$ cat src/rtl/shared_reg_arbiter_pkg.sv
// Shared types and helpers for the round-robin shared-register arbiter.
package shared_reg_arb_pkg;

    typedef enum logic {
        IDLE = 1'b0,
        OWN  = 1'b1
    } state_t;

    // Width of an index field able to name any of n entries (never zero).
    function automatic int unsigned idx_w(input int unsigned n);
        return (n > 1) ? $clog2(n) : 1;
    endfunction

    // Next round-robin index; wraps with an explicit compare so n need not be a power of 2.
    function automatic int unsigned rr_next(input int unsigned idx, input int unsigned n);
        return (idx == n - 1) ? 0 : idx + 1;
    endfunction

endpackage

$ cat src/rtl/shared_reg_arbiter_if.sv
// Requester-facing bus of the shared-register arbiter: requests and data in, grant and register state out.
interface shared_reg_arbiter_if #(
    parameter int WIDTH = 8,
    parameter int NREQ  = 4
);
    localparam int IW = shared_reg_arb_pkg::idx_w(NREQ);

    logic [NREQ-1:0]       req;
    logic [NREQ*WIDTH-1:0] wdata;
    logic [NREQ-1:0]       gnt;
    logic [IW-1:0]         owner;
    logic                  busy;
    logic [WIDTH-1:0]      q;
    logic                  q_valid;

    modport master (
        output req, wdata,
        input  gnt, owner, busy, q, q_valid
    );

    modport slave (
        input  req, wdata,
        output gnt, owner, busy, q, q_valid
    );

endinterface

$ cat src/rtl/shared_reg_arbiter_flopenr.sv
// Enabled register with asynchronous active-high reset.
module flopenr #(
    parameter int WIDTH = 8
) (
    input  logic             clk,
    input  logic             reset,
    input  logic             en,
    input  logic [WIDTH-1:0] d,
    output logic [WIDTH-1:0] q
);

    // NOTE: sequential state is assigned with <= so every flop samples pre-edge values.
    always_ff @(posedge clk or posedge reset) begin
        if (reset)   q <= '0;
        else if (en) q <= d;
    end

endmodule

$ cat src/rtl/shared_reg_arbiter.sv
// Round-robin arbiter granting NREQ requesters bounded tenures on one shared flopenr.
module shared_reg_arbiter
    import shared_reg_arb_pkg::*;
#(
    parameter int WIDTH    = 8,
    parameter int NREQ     = 4,
    parameter int MAX_HOLD = 4
) (
    input logic                clk,
    input logic                reset,
    shared_reg_arbiter_if.slave bus
);

    localparam int IW = idx_w(NREQ);
    localparam int HW = idx_w(MAX_HOLD);
    localparam logic [HW-1:0] HOLD_LAST = HW'(MAX_HOLD - 1);

    state_t          state, state_d;
    logic [NREQ-1:0] gnt, gnt_d;
    logic [IW-1:0]   owner, owner_d;
    logic [IW-1:0]   ptr, ptr_d;
    logic [HW-1:0]   hold_cnt, hold_d;
    logic [IW-1:0]   winner;
    logic            found;
    logic            req_own;
    logic [WIDTH-1:0] d_own;
    logic [WIDTH-1:0] q;
    logic            q_valid;
    logic            en;

    function automatic logic [IW-1:0] wrap_add(input logic [IW-1:0] base, input int unsigned off);
        int unsigned s;
        s = 32'(base) + off;
        return IW'((s >= 32'(NREQ)) ? s - 32'(NREQ) : s);
    endfunction

    // NOTE: every combinational output gets a default first so no path can infer a latch.
    always_comb begin
        req_own = 1'b0;
        d_own   = '0;
        for (int i = 0; i < NREQ; i++) begin
            if (owner == IW'(i)) begin
                req_own = bus.req[i];
                d_own   = bus.wdata[i*WIDTH +: WIDTH];
            end
        end
    end

    // First requester at or after ptr, wrapping; lowest offset wins.
    always_comb begin
        winner = ptr;
        found  = 1'b0;
        for (int i = 0; i < NREQ; i++) begin
            if (!found && bus.req[wrap_add(ptr, i)]) begin
                winner = wrap_add(ptr, i);
                found  = 1'b1;
            end
        end
    end

    always_comb begin
        state_d = state;
        gnt_d   = gnt;
        owner_d = owner;
        ptr_d   = ptr;
        hold_d  = hold_cnt;
        en      = 1'b0;
        case (state)
            IDLE: begin
                if (|bus.req) begin
                    state_d = OWN;
                    owner_d = winner;
                    hold_d  = '0;
                    for (int i = 0; i < NREQ; i++) gnt_d[i] = (winner == IW'(i));
                end
            end
            OWN: begin
                en = req_own;
                if (req_own && hold_cnt != HOLD_LAST) begin
                    hold_d = hold_cnt + HW'(1);
                end else begin
                    // Voluntary drop or final permitted write: hand the pointer to the next requester.
                    state_d = IDLE;
                    gnt_d   = '0;
                    ptr_d   = IW'(rr_next(32'(owner), NREQ));
                end
            end
            default: state_d = IDLE;
        endcase
    end

    always_ff @(posedge clk or negedge reset) begin
        if (!reset) begin
            state    <= IDLE;
            gnt      <= '0;
            owner    <= '0;
            ptr      <= '0;
            hold_cnt <= '0;
        end else begin
            state    <= state_d;
            gnt      <= gnt_d;
            owner    <= owner_d;
            ptr      <= ptr_d;
            hold_cnt <= hold_d;
        end
    end

    always_ff @(posedge clk or negedge reset) begin
        if (!reset)  q_valid <= 1'b0;
        else if (en) q_valid <= 1'b1;
    end

    flopenr #(.WIDTH(WIDTH)) u_q (
        .clk   (clk),
        .reset (~reset),
        .en    (en),
        .d     (d_own),
        .q     (q)
    );

    assign bus.gnt     = gnt;
    assign bus.owner   = owner;
    assign bus.busy    = (state == OWN);
    assign bus.q       = q;
    assign bus.q_valid = q_valid;

endmodule

$ cat src/flat_wrapper.sv
// flat-port wrapper written by rule: the top's interface ports become plain ports
module shared_reg_arbiter_flat import shared_reg_arb_pkg::*;
#(
    parameter int WIDTH    = 8,
    parameter int NREQ     = 4,
    parameter int MAX_HOLD = 4
)
  (clk, reset, bus_req, bus_wdata, bus_gnt, bus_owner, bus_busy, bus_q, bus_q_valid);
  shared_reg_arbiter_if #(.WIDTH(WIDTH), .NREQ(NREQ)) bus_i ();
  input logic clk;
  input logic reset;
  input wire logic [$bits(bus_i.req)-1:0] bus_req;
  input wire logic [$bits(bus_i.wdata)-1:0] bus_wdata;
  output wire logic [$bits(bus_i.gnt)-1:0] bus_gnt;
  output wire logic [$bits(bus_i.owner)-1:0] bus_owner;
  output wire logic [$bits(bus_i.busy)-1:0] bus_busy;
  output wire logic [$bits(bus_i.q)-1:0] bus_q;
  output wire logic [$bits(bus_i.q_valid)-1:0] bus_q_valid;
  assign bus_i.req = bus_req;
  assign bus_i.wdata = bus_wdata;
  assign bus_gnt = bus_i.gnt;
  assign bus_owner = bus_i.owner;
  assign bus_busy = bus_i.busy;
  assign bus_q = bus_i.q;
  assign bus_q_valid = bus_i.q_valid;
  shared_reg_arbiter #(.WIDTH(WIDTH), .NREQ(NREQ), .MAX_HOLD(MAX_HOLD)) u_core (.clk(clk), .reset(reset), .bus(bus_i));
endmodule
$ cat config.mk
export PLATFORM = sky130hd
export DESIGN_NAME = shared_reg_arbiter_flat
export DESIGN_NICKNAME = d
export VERILOG_FILES = /design/src/rtl/shared_reg_arbiter_pkg.sv /design/src/rtl/shared_reg_arbiter_if.sv /design/src/rtl/shared_reg_arbiter_flopenr.sv /design/src/rtl/shared_reg_arbiter.sv /design/src/flat_wrapper.sv
export SDC_FILE = /design/constraint.sdc
export NUM_CORES = 1
export LEC_CHECK = 0
export CELL_PAD_IN_SITES_DETAIL_PLACEMENT = 0
export CELL_PAD_IN_SITES_GLOBAL_PLACEMENT = 1
export CORE_ASPECT_RATIO = 0.9
export CORE_UTILIZATION = 31
export DETAILED_ROUTE_END_ITERATION = 16
export PLACE_DENSITY_LB_ADDON = 0.1
export SLEW_MARGIN = 10
export SYNTH_ARGS = -nofsm -noshare
export SYNTH_HDL_FRONTEND = slang
export SYNTH_SLANG_ARGS = --single-unit
$ cat constraint.sdc
create_clock -name clk -period 2.3 [get_ports clk]
set_clock_uncertainty 0.15 [all_clocks]
set_input_delay 0.345 -clock clk [delete_from_list [all_inputs] [get_ports clk]]
set_output_delay 0.345 -clock clk [all_outputs]
set_load 0.05 [all_outputs]
; After elaboration in Yosys (flattened, before gate mapping)
; Index checks and enable logic that the tools add are counted.
[totals]
in_bits = 38
elab_cells = 88
register_bits = 20
[classes]
n_bitwise = 2
add_sub_neg = 9
reduce_logical = 14
n_mux = 38
n_lt_le_gt_ge = 8
n_eq_ne = 10
[op_table]
columns = operator, count
row1 = $mux W8, 4
row2 = $mux W2, 11
row3 = $mux W1, 14
row4 = $lt A2 B3 Y1 const B, 4
row5 = $ge A3 B3 Y1 const B, 3
row6 = $bmux W1 S2, 4
row7 = $eq A2 B2 Y1 const B, 4
row8 = $mux W4, 2
row9 = $pmux W4 S2, 1
row10 = $reduce_and A2 Y1, 4
row11 = $sub A2 B1 Y2 const B, 4
row12 = $add A2 B2 Y3 const B, 2
row13 = $ne A2 B2 Y1 const B, 3
row14 = $add A2 B1 Y2 const B, 2
row15 = $eq A2 B1 Y1 const B, 2
row16 = $logic_and A1 B1 Y1, 4
row17 = $logic_not A2 Y1, 2
row18 = $pmux W2 S2, 1
row19 = $reduce_or A4 Y1, 1
row20 = $add A2 B1 Y3 const B, 1
row21 = $ge A2 B3 Y1 const B, 1
row22 = $logic_not A1 Y1, 3
row23 = $ne A2 B1 Y1 const B, 1
row24 = $not A1 Y1, 2
row25 = $pmux W1 S2, 1

; Longest topological paths before layout
; Gate-level depths: netlist of run 1.
[depth]
word_depth = 17
ltp_mapped = 8

; Modules after synthesis
; Synthesis of run 1 repeated with hierarchy kept, for this count alone.
[hier_totals]
hier_cells = 146
area_unflattened_um2 = 1323.8
[modules_own_cells]
columns = module, cells_per_inst, instances, area_each_um2
row1 = shared_reg_arbiter, 128, 1, 988.4
row2 = flopenr, 18, 1, 335.3

; Least setup slack after synthesis of run 1
; Ideal clock, no wire load.
[synth_path]
kind = register to register
start = register u_core.owner[0], in the netlist u_core.bus.owner[0]
end = register u_core.ptr[1]
path_stages_with_launch = 8
path_slack_ns = -0.076
path_buffers = 1
period_less_slack_ns = 2.376
setup_time_ns = 0.125
t_required_ns = 2.025
t_arrival_ns = 2.101
path_cell_list = dfrtp_1 inv_1 ha_1 buf_2 and2b_4 a2111oi_4 nor2_2 mux2_4
[synth_via]
elab_chain_cells = 8
[synth_lines]
columns = item, line
row1 = start: declaration, shared_reg_arbiter.sv:20  ; logic [IW-1:0] owner, owner_d;
row2 = start signal: assignment, shared_reg_arbiter.sv:102  ; owner <= owner_d;
row3 = $logic_not A2 Y1, shared_reg_arbiter.sv:42  ; if (owner == IW'(i)) begin
row4 = $mux W1 (4 in a row), shared_reg_arbiter.sv:42
row5 = $logic_and A1 B1 Y1, shared_reg_arbiter.sv:79  ; if (req_own && hold_cnt != HOLD_LAST) begin
row6 = $not A1 Y1 (no line), -
row7 = $reduce_and A2 Y1 (no line), -
row8 = end signal: assignment, shared_reg_arbiter.sv:103  ; ptr <= ptr_d;
row9 = end: declaration, shared_reg_arbiter.sv:21  ; logic [IW-1:0] ptr, ptr_d;
; Parallel ways exist; a longest one is shown, timed or not.
; A chain may end at the register's enable or synchronous reset.

; Final worst setup path of run 1
[layout_path]
start = register u_core.owner[0], in the netlist u_core.bus.owner[0]
end = register u_core.u_q.q[3]
[layout_via]
elab_chain_cells = 6
[layout_lines]
columns = item, line
row1 = $logic_not A2 Y1, shared_reg_arbiter.sv:42
row2 = $mux W1 (4 in a row), shared_reg_arbiter.sv:42
row3 = $mux W1, shared_reg_arbiter.sv:68  ; case (state)
row4 = end signal: assignment, shared_reg_arbiter_flopenr.sv:14  ; if (reset) q <= '0;
row5 = end signal: assignment, shared_reg_arbiter_flopenr.sv:15  ; else if (en) q <= d;
row6 = end: declaration, shared_reg_arbiter_flopenr.sv:9  ; output logic [WIDTH-1:0] q
; Parallel ways exist; a longest one is shown, timed or not.

==> metrics.md, run 1 <==
| Metric | Value |
|---|---|
| Post-CTS sizing | 0 |
| Worst reg2reg setup slack | 0.26 ns |
| Yosys reg bits | 20 |
| Remaining DRCs | 3 |
| Layout cells sized above 1 | 14.0% |
| Cts bufs inserted | 3 |
| Vias in the first global route | 1200 |
| Total gr overflow | 0 |
| Worst path required time | 2.28 ns |
| Vias after detailed routing | 1226 |
| All-layer global routing usage | 16.4% |
| Boundary pin count | 54 |
| CP cell instances | inv_1, ha_1, a21oi_2, a211oi_2, o21ai_4, mux2_2 |
| Clock-pin slew on the worst setup and hold paths | 0.07 ns |
| TNS Setup | 0 ns |
| Router iterations before antenna repair | 10 |
| Fin area | 1980 um2 |
| Clock sink count | 20 |
| Placement Cell Area | 1930 um2 |
| GP Congestion | 0.799 |
| Final period util | 88.8% |
| RSZ-0062 raised after global routing | false |
| Register Area | 503 um2 |
| # diodes | 0 |
| Status | finished with violations |
| Aggregate routed wire length | 3470 um |
| Tmin final | 2.04 ns |
| Syn nets | 188 |
| Tot Pwr | 0.00286 W |
| Initial antenna violation count | 0 |
| Area growth syn-to-layout | 48.8% |
| Hold Path Class | in2async |
| Critical Path Start Type | flop |
| Fill count | 397 |
| Detailed router's first-iteration violation count | 89 |
| Top_reg_cell synth | dfrtp_1 |
| Hold_buf cts | 0 |
| FMAX | 489 MHz |
| Max_slew headroom | 66.0% |
| Slew Limit Fails | 0 |
| Worst Reg-to-Reg Cells | 6 |
| Commonest non-fill, non-tap cell in the layout | clkdlybuf4s50_1 |
| Count of final hold-check violations | 0 |
| Leak | 0.868 nW |
| Multi-input logic area | 736 um2 |
| CP max-delay cell | dfrtp_2 |
| Delay-heaviest family, CP | compound AO/OA/AOI/OAI gates |
| VDD IR max | 0.598 mV |
| Final Non-Filler Cells | 248 |
| Most frequent cells in the layout | 53 x clkdlybuf4s50_1, 20 x nand2_1, 18 x dfrtp_1 |
| Clk buf depth | 2 |
| H-tree levels | 1 |
| WHS | 0.277 ns |
| Number of max-cap violations | 0 |
| Via-per-instance ratio | 4.94 |
| Cell area after synthesis | 1330 um2 |
| Slew of the pin with the lowest slew margin | 0.509 ns |
| Crit Path Max Fanout | 9 |
| Syn Area/Cell | 9.16 um2 |
| Pin count of the biggest net entering global routing | 21 |
| Port bufs | 53 |
| TritonCTS clock tree | done |
| Setup bufs post-CTS | 0 |
| CP bufs+invs | 1 |
| CP arrival | 2.03 ns |
| EDFF count, synth | 0 |
| Ys async rst share | 100% |
| First-pass GRT wire length | 5840 um |
| Reg2reg end | u_core.u_q.q[3] |
| Syn. warnings | 0 |
| Core box area | 4100 um2 |
| Sequential-to-total area share from yosys stat | 37.7% |
| Skew-Pair Late Insertion Delay | 0.25 ns |
| Clock Root Buffer | clkbuf_8 |
| Row count | 22 |
| Die area | 4550 um2 |
| HPWL Detailed | 2760 um |
| CP endpoint kind | flop |
| WL/cell | 14.0 um |
| Die height | 64.1 um |
| Crit Path Category | reg2reg |
| # placed instances | 244 |
| Initial Util | 32.4% |
| Pwr dens | 1450 nW/um2 |
| Post-Synthesis Cells | 145 |
| Critical R2R Launch | u_core.bus.owner[0] |
| Post-synth cell types | 36 |
| Die width | 71.0 um |
| Failing checks | DRC |
| Setup-failing EPs final | 0 |
| ANT nets after route | 0 |
| Final nets | 244 |
| Max incr delay on CP | 0.42 ns |
[worst max-delay path by stage]
stage,end,slack [ns],depth (start not counted),startpoint
CTS,u_core.u_q.q[2],0.25,6,u_core.bus.owner[0]
detailed placement,u_core.hold_cnt[1],0.1,5,bus_req[2]
global placement,u_core.ptr[1],0.13,5,bus_req[2]
floorplan,u_core.ptr[1],0.1,7,u_core.bus.owner[0]
global route,u_core.u_q.q[2],0.11,6,u_core.bus.owner[0]
finish,u_core.u_q.q[3],0.26,6,u_core.bus.owner[0]
[layout make-up]
cell class | count | share of cell area [%]
multi-input cells | 103 | 37.2
repair buffers | 60 | 29.5
flip-flops and latches | 20 | 25.5
well taps | 48 | 3.04
inverters | 13 | 2.47
clock buffers | 4 | 2.28
[cells in the mapped netlist (2+ instances only)]
| master | number | area (um2) |
|---|---|---|
| mux2_2 | 8 | 90.1 |
| o41ai_1 | 2 | 17.5 |
| mux2i_1 | 2 | 20.0 |
| o22ai_1 | 4 | 25.0 |
| clkbuf_1 | 3 | 11.3 |
| inv_1 | 13 | 48.8 |
| o21ai_0 | 13 | 65.1 |
| nand2_1 | 20 | 75.1 |
| o2bb2ai_1 | 2 | 17.5 |
| nor2_1 | 3 | 11.3 |
| a21oi_1 | 17 | 85.1 |
| buf_2 | 3 | 15.0 |
| dfrtp_1 | 20 | 500 |
| a22o_1 | 8 | 70.1 |
| nor2b_1 | 2 | 12.5 |
| ha_1 | 5 | 62.6 |
[report_power, final]
part | internal (W) | switching (W) | leakage (nW) | total (W)
Combinational | 0.000839 | 0.00115 | 0.600 | 0.00199
Clock | 0.000123 | 0.000102 | 0.0228 | 0.000225
Sequential | 0.000520 | 0.000126 | 0.245 | 0.000645
[through the flow]
stage               util (%)  setup slack, ns
floorplan                  -           0.0987
global placement        47.1            0.135
detailed placement      47.1           0.0971
CTS                     48.2            0.250
global route            48.2            0.106
finish                  48.2            0.257
[kinds of logic (layout without fill, tap and decap cells)]
kind of cell,Yosys count,in the layout,share of synthesized area (%)
mux,11,11,9.43
flops,20,20,37.7
compound gates,55,55,28.9
buf+inv,22,77,6.88
fa+ha+maj,5,5,4.71
simple gates,32,32,12.3
[metal layers]
metal	up-vias	GRT usage (%)	routed length, um
met5	-	0	0
met4	0	3.75	15
met3	2	2.05	134
met2	22	25.6	1490
met1	580	24.0	1830
li1	622	-	-
[sequential cells by signal, summed over array words and instances, names as in the netlist]
register	flops
u_core.bus.q_valid	1
u_core.bus.gnt	4
u_core.hold_cnt	2
u_core.bus.busy	1
u_core.ptr	2
u_core.bus.owner	2
u_core.u_q.q	8
(Power assumes the default switching activity.)
==> run 2: changes to the inputs <==
- REMOVE_ABC_BUFFERS: default -> 1
- SLEW_MARGIN: 10 -> 30
==> metrics.md, run 2 (synthesized netlist as in run 1, its figures left out) <==
| Metric | Value |
|---|---|
| Status | completed |
| Pwr dens | 1440 nW/um2 (-0.21%) |
| Skew-Pair Late Insertion Delay | 0.25 ns (about the same) |
| VDD IR max | 0.589 mV (-1.4%) |
| Worst path required time | 2.29 ns (about the same) |
| Total gr overflow | 0 (unchanged) |
| GP Congestion | 0.821 (+2.7%) |
| Commonest non-fill, non-tap cell in the layout | clkdlybuf4s50_1 |
| Post-Route Utilization | 48.7% (+0.55 points) |
| Final Non-Filler Cells | 250 (+0.81%) |
| Vias in the first global route | 1212 (+1.0%) |
| # diodes | 0 (unchanged) |
| Tmin final | 2.16 ns (+0.116 ns) |
| Router iterations before antenna repair | 6 (-4) |
| Critical Path Start Type | flop |
| Die height | 64.1 um (unchanged) |
| Tot Pwr | 0.00288 W (+0.93%) |
| Layout cells sized above 1 | 14.4% (+0.36 points) |
| Row count | 22 (unchanged) |
| Clock Root Buffer | clkbuf_8 |
| Most frequent cells in the layout | 53 x clkdlybuf4s50_1, 20 x nand2_1, 20 x dfrtp_1 |
| Vias after detailed routing | 1270 (+3.6%) |
| Post-CTS sizing | 0 (unchanged) |
| Setup bufs post-CTS | 0 (unchanged) |
| Count of final hold-check violations | 0 (unchanged) |
| Initial Util | 32.4% (unchanged) |
| Final nets | 246 (+0.82%) |
| Worst reg2reg setup slack | 0.14 ns (-0.12 ns) |
| Clock sink count | 20 (unchanged) |
| Port bufs | 53 (unchanged) |
| First-pass GRT wire length | 5880 um (+0.70%) |
| Die width | 71.0 um (unchanged) |
| Register with the most flip-flops | u_core.u_q.q |
| All-layer global routing usage | 16.2% (-0.14 points) |
| Largest regs | u_core.u_q.q: 8 flops, u_core.bus.gnt: 4 flops |
| Number of max-cap violations | 0 (unchanged) |
| Boundary pin count | 54 (unchanged) |
| Worst Reg-to-Reg Cells | 6 (unchanged) |
| Cts bufs inserted | 3 (unchanged) |
| WL/cell | 13.7 um (-2.1%) |
| Setup-failing EPs final | 0 (unchanged) |
| TritonCTS clock tree | done |
| Slew of the pin with the lowest slew margin | 0.504 ns (-0.00496 ns) |
| FMAX | 463 MHz (-5.4%) |
| Clock-pin slew on the worst setup and hold paths | 0.07 ns (about the same) |
| Slew Limit Fails | 0 (unchanged) |
| Hold_buf cts | 0 (unchanged) |
| Pin count of the biggest net entering global routing | 21 (unchanged) |
| CP arrival | 2.15 ns (+0.12 ns) |
| Clk buf depth | 2 (unchanged) |
| ANT nets after route | 0 (unchanged) |
| CP endpoint kind | flop |
| Reg2reg end | u_core.u_q.q[5] |
| Number of flip-flops in the largest register | 8 (unchanged) |
| Remaining DRCs | 0 (-3) |
| Crit Path Max Fanout | 9 (unchanged) |
| Detailed router's first-iteration violation count | 40 (-55%) |
| Die area | 4550 um2 (unchanged) |
| Leak | 0.886 nW (+2.1%) |
| # placed instances | 246 (+0.82%) |
| Area growth syn-to-layout | 50.5% |
| WHS | 0.291 ns (+0.0135 ns) |
| Initial antenna violation count | 0 (unchanged) |
| Aggregate routed wire length | 3420 um (-1.3%) |
| Core box area | 4100 um2 (unchanged) |
| HPWL Detailed | 2670 um (-3.4%) |
| Hold Path Class | in2async |
| Via-per-instance ratio | 5.08 (+2.8%) |
| RSZ-0062 raised after global routing | false |
| Final period util | 93.9% (+5.0 points) |
| Crit Path Category | reg2reg |
| H-tree levels | 1 (unchanged) |
| Max_slew headroom | 66.3% (+0.33 points) |
| Critical R2R Launch | u_core.bus.owner[0] |
[run 2: cell count changes in the layout (fill, tap and decap cells not counted), sizes merged]
cell  change
buf       +2
[run 2: metrics by stage]
step / worst slack (ns) / instance area (um2) / TNS, ns
final: 0.141 / 2000 / 0
after global routing: 0.00548 / 2000 / 0
after CTS: 0.125 / 2000 / 0
after detailed placement: 0.131 / 1940 / 0
after global placement: 0.135 / 1940 / 0
after floorplan: -0.160 / 1280 / -1.54
[run 2: metal layers]
| layer | up-vias | track usage, % | share of wire [%] |
|---|---|---|---|
| li1 | 626 | - | - |
| met1 | 613 | 22.3 | 52 |
| met2 | 29 | 25.7 | 43 |
| met3 | 2 | 3.47 | 4.6 |
| met4 | 0 | 4.50 | 0.44 |
| met5 | - | 0 | 0 |
[run 2: final cells by class]
cell class	count	area, um2
Multi-Input combinational cell	103	736
Tap cell	48	60.1
Timing Repair Buffer	62	598
Clock buffer	4	55.1
Sequential cell	20	500
Inverter	13	48.8
Fill cell	377	2100
[run 2: critical path, stage by stage (launching register included)]
cell and delay [ns]:
dfrtp_1 0.44, inv_1 0.09, ha_1 0.30, a21oi_2 0.22, a211oi_2 0.13, o21ai_4 0.32
mux2_2 0.38
[run 2: worst max-delay path by stage]
stage / start / end / slack, ns / cells after the start
final: u_core.bus.owner[0] / u_core.u_q.q[5] / 0.14 / 6
after global routing: u_core.bus.owner[0] / u_core.u_q.q[6] / 0.005 / 6
after CTS: u_core.bus.owner[0] / u_core.u_q.q[5] / 0.13 / 6
after detailed placement: u_core.bus.owner[0] / u_core.u_q.q[5] / 0.13 / 6
after global placement: bus_req[2] / u_core.u_q.q[3] / 0.14 / 5
after floorplan: u_core.bus.owner[0] / u_core.ptr[1] / -0.16 / 6
[run 2: power breakdown]
group / leakage (nW) / internal (W) / switching, W / total [W]
logic: 0.610 / 0.000862 / 0.00111 / 0.00197
clock network: 0.0288 / 0.000152 / 0.000110 / 0.000262
registers: 0.247 / 0.000516 / 0.000133 / 0.000649
==> run 3: changes to the inputs <==
- SKIP_CTS_REPAIR_TIMING: default -> 1
==> results of run 3 <==
Final layout, timing and power as in run 2 (identical DEF).
